<file path="src/rtl/fetch_pkg.sv">
// Shared encodings for the fetch controller: next-PC selects, FSM states and
// the cause-register field layout.
package fetch_pkg;

    localparam int unsigned XLEN      = 32;
    localparam int unsigned CODE_W    = 5;
    localparam int unsigned PCS_W     = 3;
    localparam int unsigned CAUSE_LSB = 2;
    localparam int unsigned CAUSE_MSB = CAUSE_LSB + CODE_W - 1;

    localparam logic [PCS_W-1:0] PCS_SEQ    = 3'd0;
    localparam logic [PCS_W-1:0] PCS_EPC    = 3'd1;
    localparam logic [PCS_W-1:0] PCS_BRANCH = 3'd2;
    localparam logic [PCS_W-1:0] PCS_JUMP   = 3'd3;
    localparam logic [PCS_W-1:0] PCS_BASE   = 3'd4;
    localparam logic [PCS_W-1:0] PCS_VEC    = 3'd5;

    typedef enum logic [1:0] {
        ST_BOOT = 2'd0,
        ST_RUN  = 2'd1,
        ST_EXC  = 2'd2
    } state_e;

    // Places a cause code into its field of an otherwise-zero cause word.
    function automatic logic [XLEN-1:0] cause_word(input logic [CODE_W-1:0] code);
        cause_word = '0;
        cause_word[CAUSE_MSB:CAUSE_LSB] = code;
    endfunction

endpackage

</file>
<file path="src/rtl/cp0_regs.sv">
// Exception state registers: saved PC, cause code and interrupt enable.
module cp0_regs
    import fetch_pkg::*;
(
    input  logic              Clk,
    input  logic              Clrn,
    input  logic              save_en,
    input  logic [XLEN-1:0]   save_epc,
    input  logic [CODE_W-1:0] save_code,
    input  logic              set_ie,
    input  logic              clr_ie,
    output logic [XLEN-1:0]   epc,
    output logic [XLEN-1:0]   cause,
    output logic              ie
);

    logic [XLEN-1:0]   epc_q,  epc_d;
    logic [CODE_W-1:0] code_q, code_d;
    logic              ie_q,   ie_d;

    always_comb begin
        epc_d  = epc_q;
        code_d = code_q;
        ie_d   = ie_q;
        if (save_en) begin
            epc_d  = save_epc;
            code_d = save_code;
        end
        if (set_ie) ie_d = 1'b1;
        if (clr_ie) ie_d = 1'b0;
    end

    always_ff @(posedge Clk or negedge Clrn) begin
        if (!Clrn) begin
            epc_q  <= '0;
            code_q <= '0;
            ie_q   <= 1'b0;
        end else begin
            epc_q  <= epc_d;
            code_q <= code_d;
            ie_q   <= ie_d;
        end
    end

    assign epc   = epc_q;
    assign cause = cause_word(code_q);
    assign ie    = ie_q;

endmodule

</file>
<file path="src/rtl/fetch_ctrl.sv">
// Next-PC control: picks the PC mux source each cycle and sequences entry
// into the exception vector, saving EPC/cause on the way in.
module fetch_ctrl
    import fetch_pkg::*;
#(
    parameter logic [XLEN-1:0]   VECTOR_ADDR = 32'h0000_0008,
    parameter logic [CODE_W-1:0] IRQ_CODE    = 5'd0
) (
    input  logic              Clk,
    input  logic              Clrn,
    input  logic              stall,
    input  logic              branch_taken,
    input  logic              jump,
    input  logic              jr,
    input  logic              eret,
    input  logic              exc,
    input  logic [CODE_W-1:0] exc_code,
    input  logic              irq,
    input  logic [XLEN-1:0]   pc,
    output logic              pc_we,
    output logic [PCS_W-1:0]  pcsrc,
    output logic [XLEN-1:0]   vec,
    output logic [XLEN-1:0]   epc,
    output logic [XLEN-1:0]   cause,
    output logic              ie,
    output logic              flush
);

    state_e            state_q, state_d;
    logic              save_en;
    logic [CODE_W-1:0] save_code;
    logic              set_ie;
    logic              clr_ie;

    assign vec = VECTOR_ADDR;

    // Mux select and flush are needed in the same cycle, so they stay combinational.
    always_comb begin
        state_d   = state_q;
        pc_we     = 1'b0;
        pcsrc     = PCS_SEQ;
        flush     = 1'b0;
        save_en   = 1'b0;
        save_code = '0;
        set_ie    = 1'b0;
        clr_ie    = 1'b0;
        case (state_q)
            ST_BOOT: state_d = ST_RUN;
            ST_RUN: begin
                if (!stall) begin
                    if (exc) begin
                        save_en   = 1'b1;
                        save_code = exc_code;
                        state_d   = ST_EXC;
                    end else if (irq && ie) begin
                        save_en   = 1'b1;
                        save_code = IRQ_CODE;
                        state_d   = ST_EXC;
                    end else begin
                        pc_we = 1'b1;
                        if (eret) begin
                            pcsrc  = PCS_EPC;
                            set_ie = 1'b1;
                        end else if (jr) begin
                            pcsrc = PCS_BASE;
                        end else if (jump) begin
                            pcsrc = PCS_JUMP;
                        end else if (branch_taken) begin
                            pcsrc = PCS_BRANCH;
                        end
                    end
                end
            end
            ST_EXC: begin
                pcsrc   = PCS_VEC;
                pc_we   = 1'b1;
                flush   = 1'b1;
                clr_ie  = 1'b1;
                state_d = ST_RUN;
            end
            default: state_d = ST_BOOT;
        endcase
    end

    always_ff @(posedge Clk or negedge Clrn) begin
        if (!Clrn) state_q <= ST_BOOT;
        else       state_q <= state_d;
    end

    cp0_regs u_cp0 (
        .Clk       (Clk),
        .Clrn      (Clrn),
        .save_en   (save_en),
        .save_epc  (pc),
        .save_code (save_code),
        .set_ie    (set_ie),
        .clr_ie    (clr_ie),
        .epc       (epc),
        .cause     (cause),
        .ie        (ie)
    );

endmodule

</file>
<file path="config.mk">
export PLATFORM = sky130hd
export DESIGN_NAME = fetch_ctrl
export DESIGN_NICKNAME = d
export VERILOG_FILES = /design/src/rtl/fetch_pkg.sv /design/src/rtl/cp0_regs.sv /design/src/rtl/fetch_ctrl.sv
export SDC_FILE = /design/constraint.sdc
export NUM_CORES = 1
export LEC_CHECK = 0
export ABC_AREA = 1
export CORE_ASPECT_RATIO = 1.25
export CORE_MARGIN = 2
export CORE_UTILIZATION = 39
export CTS_CLUSTER_SIZE = 25
export DETAILED_ROUTE_END_ITERATION = 8
export GPL_TIMING_DRIVEN = 0
export PLACE_DENSITY = 0.86
export SLEW_MARGIN = 20
export SYNTH_ARGS = -nofsm -noshare
export SYNTH_HDL_FRONTEND = slang
export SYNTH_SLANG_ARGS = --single-unit
export TNS_END_PERCENT = 20
</file>
<file path="constraint.sdc">
create_clock -name Clk -period 2.7 [get_ports Clk]
set_input_delay 0.54 -clock Clk [delete_from_list [all_inputs] [get_ports Clk]]
set_output_delay 0.54 -clock Clk [all_outputs]
set_load 0.02 [all_outputs]
</file>
# Word-level counts from Yosys, hierarchy flattened
# Index checks and enable logic that the tools add are counted.
# op_classes
n_eq_ne	4
mux	31
n_reduce_logical	5
# op_table
op	n
2-to-1 mux 1 bit	15
2-to-1 mux 3 bit	5
2-to-1 mux 5 bit	3
2-to-1 mux 2 bit	5
case mux 3 bit (2 select lines)	1
case mux 2 bit (2 select lines)	1
!= test 3 bit (second input constant)	1
equality test 2 x 1 -> 1 bit (second input constant)	1
equality test 2 bit (second input constant)	1
logical NOT 2 bit	1
!= test 2 bit (second input constant)	1
case mux 1 bit (2 select lines)	1
AND reduction 2 bit	1
nonzero test 2 bit	1
OR reduction 2 bit	1
logical AND 1 bit	1
# totals
regBits	40
input_bits	46

# Logic depth before layout (Yosys ltp)
# logic_depth
word_depth	8
ltp_mapped	9

# Hierarchy
# A second synthesis with hierarchy kept.
# hier_totals
cells_unflattened	268
hier_area_um2	2172.1
# by_module_without_submodules
mod	n_inst	cells_per_inst	area_each_um2
cp0_regs	1	187	1652.8
fetch_ctrl	1	81	519.2

# Least setup slack after synthesis
# Ideal clock, no wire load.
# synth_path
path_type	reg2out
start	register state_q[1]
end	output port pcsrc[1]
t_arrival_ps	1355
required_ps	2160
slack_ps	805
path_stages_with_launch	8
path_cell_list	dfrtp_1 -> inv_1 -> ha_1 -> inv_1 -> nor2_2 -> buf_4 -> nand3_1 -> nor2_1
# synth_via
elab_chain_len	2
# synth_rtl
element	line	source
start, declared	fetch_ctrl.sv:29	state_e state_q, state_d;
start signal, assigned	fetch_ctrl.sv:87	else state_q <= state_d;
equality test 2 bit or equality test 2 x 1 -> 1 bit (tied branches)	fetch_ctrl.sv:47	case (state_q)
case mux 3 bit (2 select lines) (*)	fetch_ctrl.sv:47	
end, declared	fetch_ctrl.sv:21	output logic [PCS_W-1:0] pcsrc,
# Mark *: on every way between the ends. The rest lies on a longest branch, timed or not.

# Final worst setup path
# Ends and elaborated chain as after synthesis.

==> impl_results.md <==
* Status: finished, final reports clean
* Most frequent cells in the layout: clkdlybuf4s50_1, nand2_1, buf_4
* Total Routing Usage GR at 17.0%
* Die Span X at 71.2 um
* Vias in the first global route at 1970
* Initial antenna violation count at 0
* FMAX at 0.401 GHz
* Ports at 148
* Minimum clock period at 2.50 ns
* FF-to-FF Start: state_q[1]
* Yosys reg bits at 40
* Core Region at 5440 um^2
* Max-Cap Viols at 0
* Residual DRC at 0
* Clk_lat worst skew at 0.28 ns
* Fin crit share at 92.5%
* Syn Inst Count at 260
* N_diodes at 0
* CTS tree: yes
* Die area at 6260 um^2
* Detail Placement HPWL at 4330 um
* Fraction of layout cells with a size suffix above 1 at 19.8%
* Num CTS Buffers at 5
* Reg-to-Reg End: u_cp0.code_q[4]
* # H-tree levels at 2
* CTS max path bufs at 2
* Initial Util at 40.4%
* CTS Root Cell: clkbuf_8
* ANT nets after route at 0
* Commonest non-fill, non-tap cell in the layout: clkdlybuf4s50_1
* Clock-pin slew on the worst setup and hold paths at 0.07 ns
* CP startpoint kind: flop
* Crit end category: output pin
* Slowest cell on crit path: dfrtp_1
* R2r setup slk at 1.13 ns
* Final Net Count at 463
* Req. time, crit path at 2.16 ns
* Pin count of the biggest net entering global routing at 24
* Clk_skew at 0.00472 ns
* WP data arrival at 1.96 ns
* CP peak stage delay at 0.41 ns
* First-pass GRT wire length at 8520 um
* Pwr Density at 893 nW/um^2
* Leak pwr at 1.92 nW
* Placed Area at 3400 um^2
* Setup ws final at 0.203 ns
* Layout overhead on the synthesized area at 58.5%
* Vias at 1979
* Setup TNS at 0 ns
* Crit-path most repeated cell: inv_1
* CTS sink cnt at 40
* Mapped Area at 2200 um^2
* HP Class: input port to asynchronous set/reset pin
* Post-CTS setup buffer count at 0
* Post-Route WL at 5210 um
* Fin util at 64.0%
* RSZ-0062 raised after global routing: no
* Global placer's final weighted congestion at 0.763
* Slew Viols, Final at 0
* Yosys cell types at 20
* Die Ht at 87.9 um
* Mean Syn Cell Area at 8.46 um^2
* Grt ovf at 0
* Crit-path max FO at 10
* Seq/Total Area, Yosys at 45.5%
* R2R depth at 8
* Worst path top cell family by delay: buffers and inverters
* Final Hold Viols at 0
* Number of synthesis warnings at 0
* Path type of the worst setup path: flop to output pin
* IO Port Bufs at 88
* Cell Rows at 30
* Hold WS at 0.202 ns
* Crit path cell chain: inv_1, ha_1, inv_1, nor2_2, buf_4, nand3_1, nor2_1, dlygate4sd2_1
* VDD IR max at 305 uV
* Buf/Inv on CP at 4
* # hold bufs at CTS at 0
* Final Setup Violations at 0
* Initial DRC Count at 94
* Average wire per standard cell at 10.9 um
* Dpl ws at -0.109 ns
* TritonRoute pass-1 iters at 4
* Vias/cell at 4.14
* Design Area, Final at 3480 um^2
[flip-flops by register name, summed over array words and instances (netlist names)]
signal / flops
state_q: 2
u_cp0.code_q: 5
u_cp0.epc: 32
u_cp0.ie: 1
[cell usage after synthesis]
| cell type | number | area (um^2) |
|---|---|---|
| o211ai_1 | 1 | 7.51 |
| a21oi_1 | 1 | 5.00 |
| nand2_1 | 80 | 300 |
| nand3_1 | 38 | 190 |
| dfrtp_1 | 40 | 1000 |
| o21bai_1 | 1 | 7.51 |
| inv_2 | 1 | 3.75 |
| buf_2 | 6 | 30.0 |
| nand2_4 | 1 | 11.3 |
| nor2_1 | 8 | 30.0 |
| conb_1 | 2 | 7.51 |
| nand4_1 | 1 | 6.26 |
| ha_1 | 4 | 50.1 |
| o21ai_0 | 2 | 10.0 |
| inv_1 | 7 | 26.3 |
| nand2_2 | 1 | 6.26 |
| buf_6 | 3 | 33.8 |
| a211oi_1 | 1 | 7.51 |
| nor2_2 | 1 | 6.26 |
| buf_4 | 61 | 458 |
[repair_timing]
item                                    CTS  global route
resized for setup                         4             1
pin swaps                                 0             0
cloned                                    0             0
endpoints found under the setup margin    4             1
hold endpoints to repair                  0             0
[routing by layer]
| metal | up-vias | routed length (um) | track usage, % |
|---|---|---|---|
| met1 | 884 | 1970 | 19.3 |
| met5 | - | 0 | 0 |
| met4 | 0 | 87 | 7.55 |
| li1 | 999 | - | - |
| met3 | 6 | 354 | 3.22 |
| met2 | 90 | 2790 | 30.7 |
[how the worst max path moves through the flow]
stage,depth (start not counted),to,slack (ns),start
2_1_floorplan,7,pcsrc[1],0.81,state_q[1]
3_3_place_gp,7,pcsrc[2],-0.09,exc
3_5_place_dp,7,pcsrc[2],-0.11,exc
4_1_cts,7,pc_we,0.08,irq
5_1_grt,8,pcsrc[1],0.001,state_q[1]
6_report,8,pcsrc[1],0.20,state_q[1]
[where the power goes]
| part | switching [W] | internal [W] | total, W |
|---|---|---|---|
| logic | 0.000915 | 0.000777 | 0.00169 |
| registers | 0.000154 | 0.000873 | 0.00103 |
| clock network | 0.000183 | 0.000208 | 0.000391 |
| total | 0.00125 | 0.00186 | 0.00311 |
[layout make-up]
type	count	area [um^2]
sequential	40	1000
timing repair buffer	89	901
clock buffer	8	90.1
tap	64	80.1
multi-input combinational	199	860
buffer	70	522
inverter	8	30.0
fill	474	1960
[through the flow]
step,power [W],instances
6_report,0.00311,478
5_1_grt,0.00334,478
4_1_cts,0.00315,478
3_5_place_dp,0.00276,470
3_3_place_gp,0.00269,469
2_1_floorplan,0.00196,317
[kinds of logic (layout without fill, tap and decap cells)]
group | after synthesis | in the layout | share of synthesized area (%)
other | 2 | 59 | 0.342
adders and majority gates | 4 | 4 | 2.28
AOI/OAI and AO/OA | 6 | 6 | 1.71
and+or+nand+nor | 130 | 130 | 25.0
buffers and inverters | 78 | 175 | 25.1
DFF | 40 | 40 | 45.5
(Power assumes the default switching activity.)
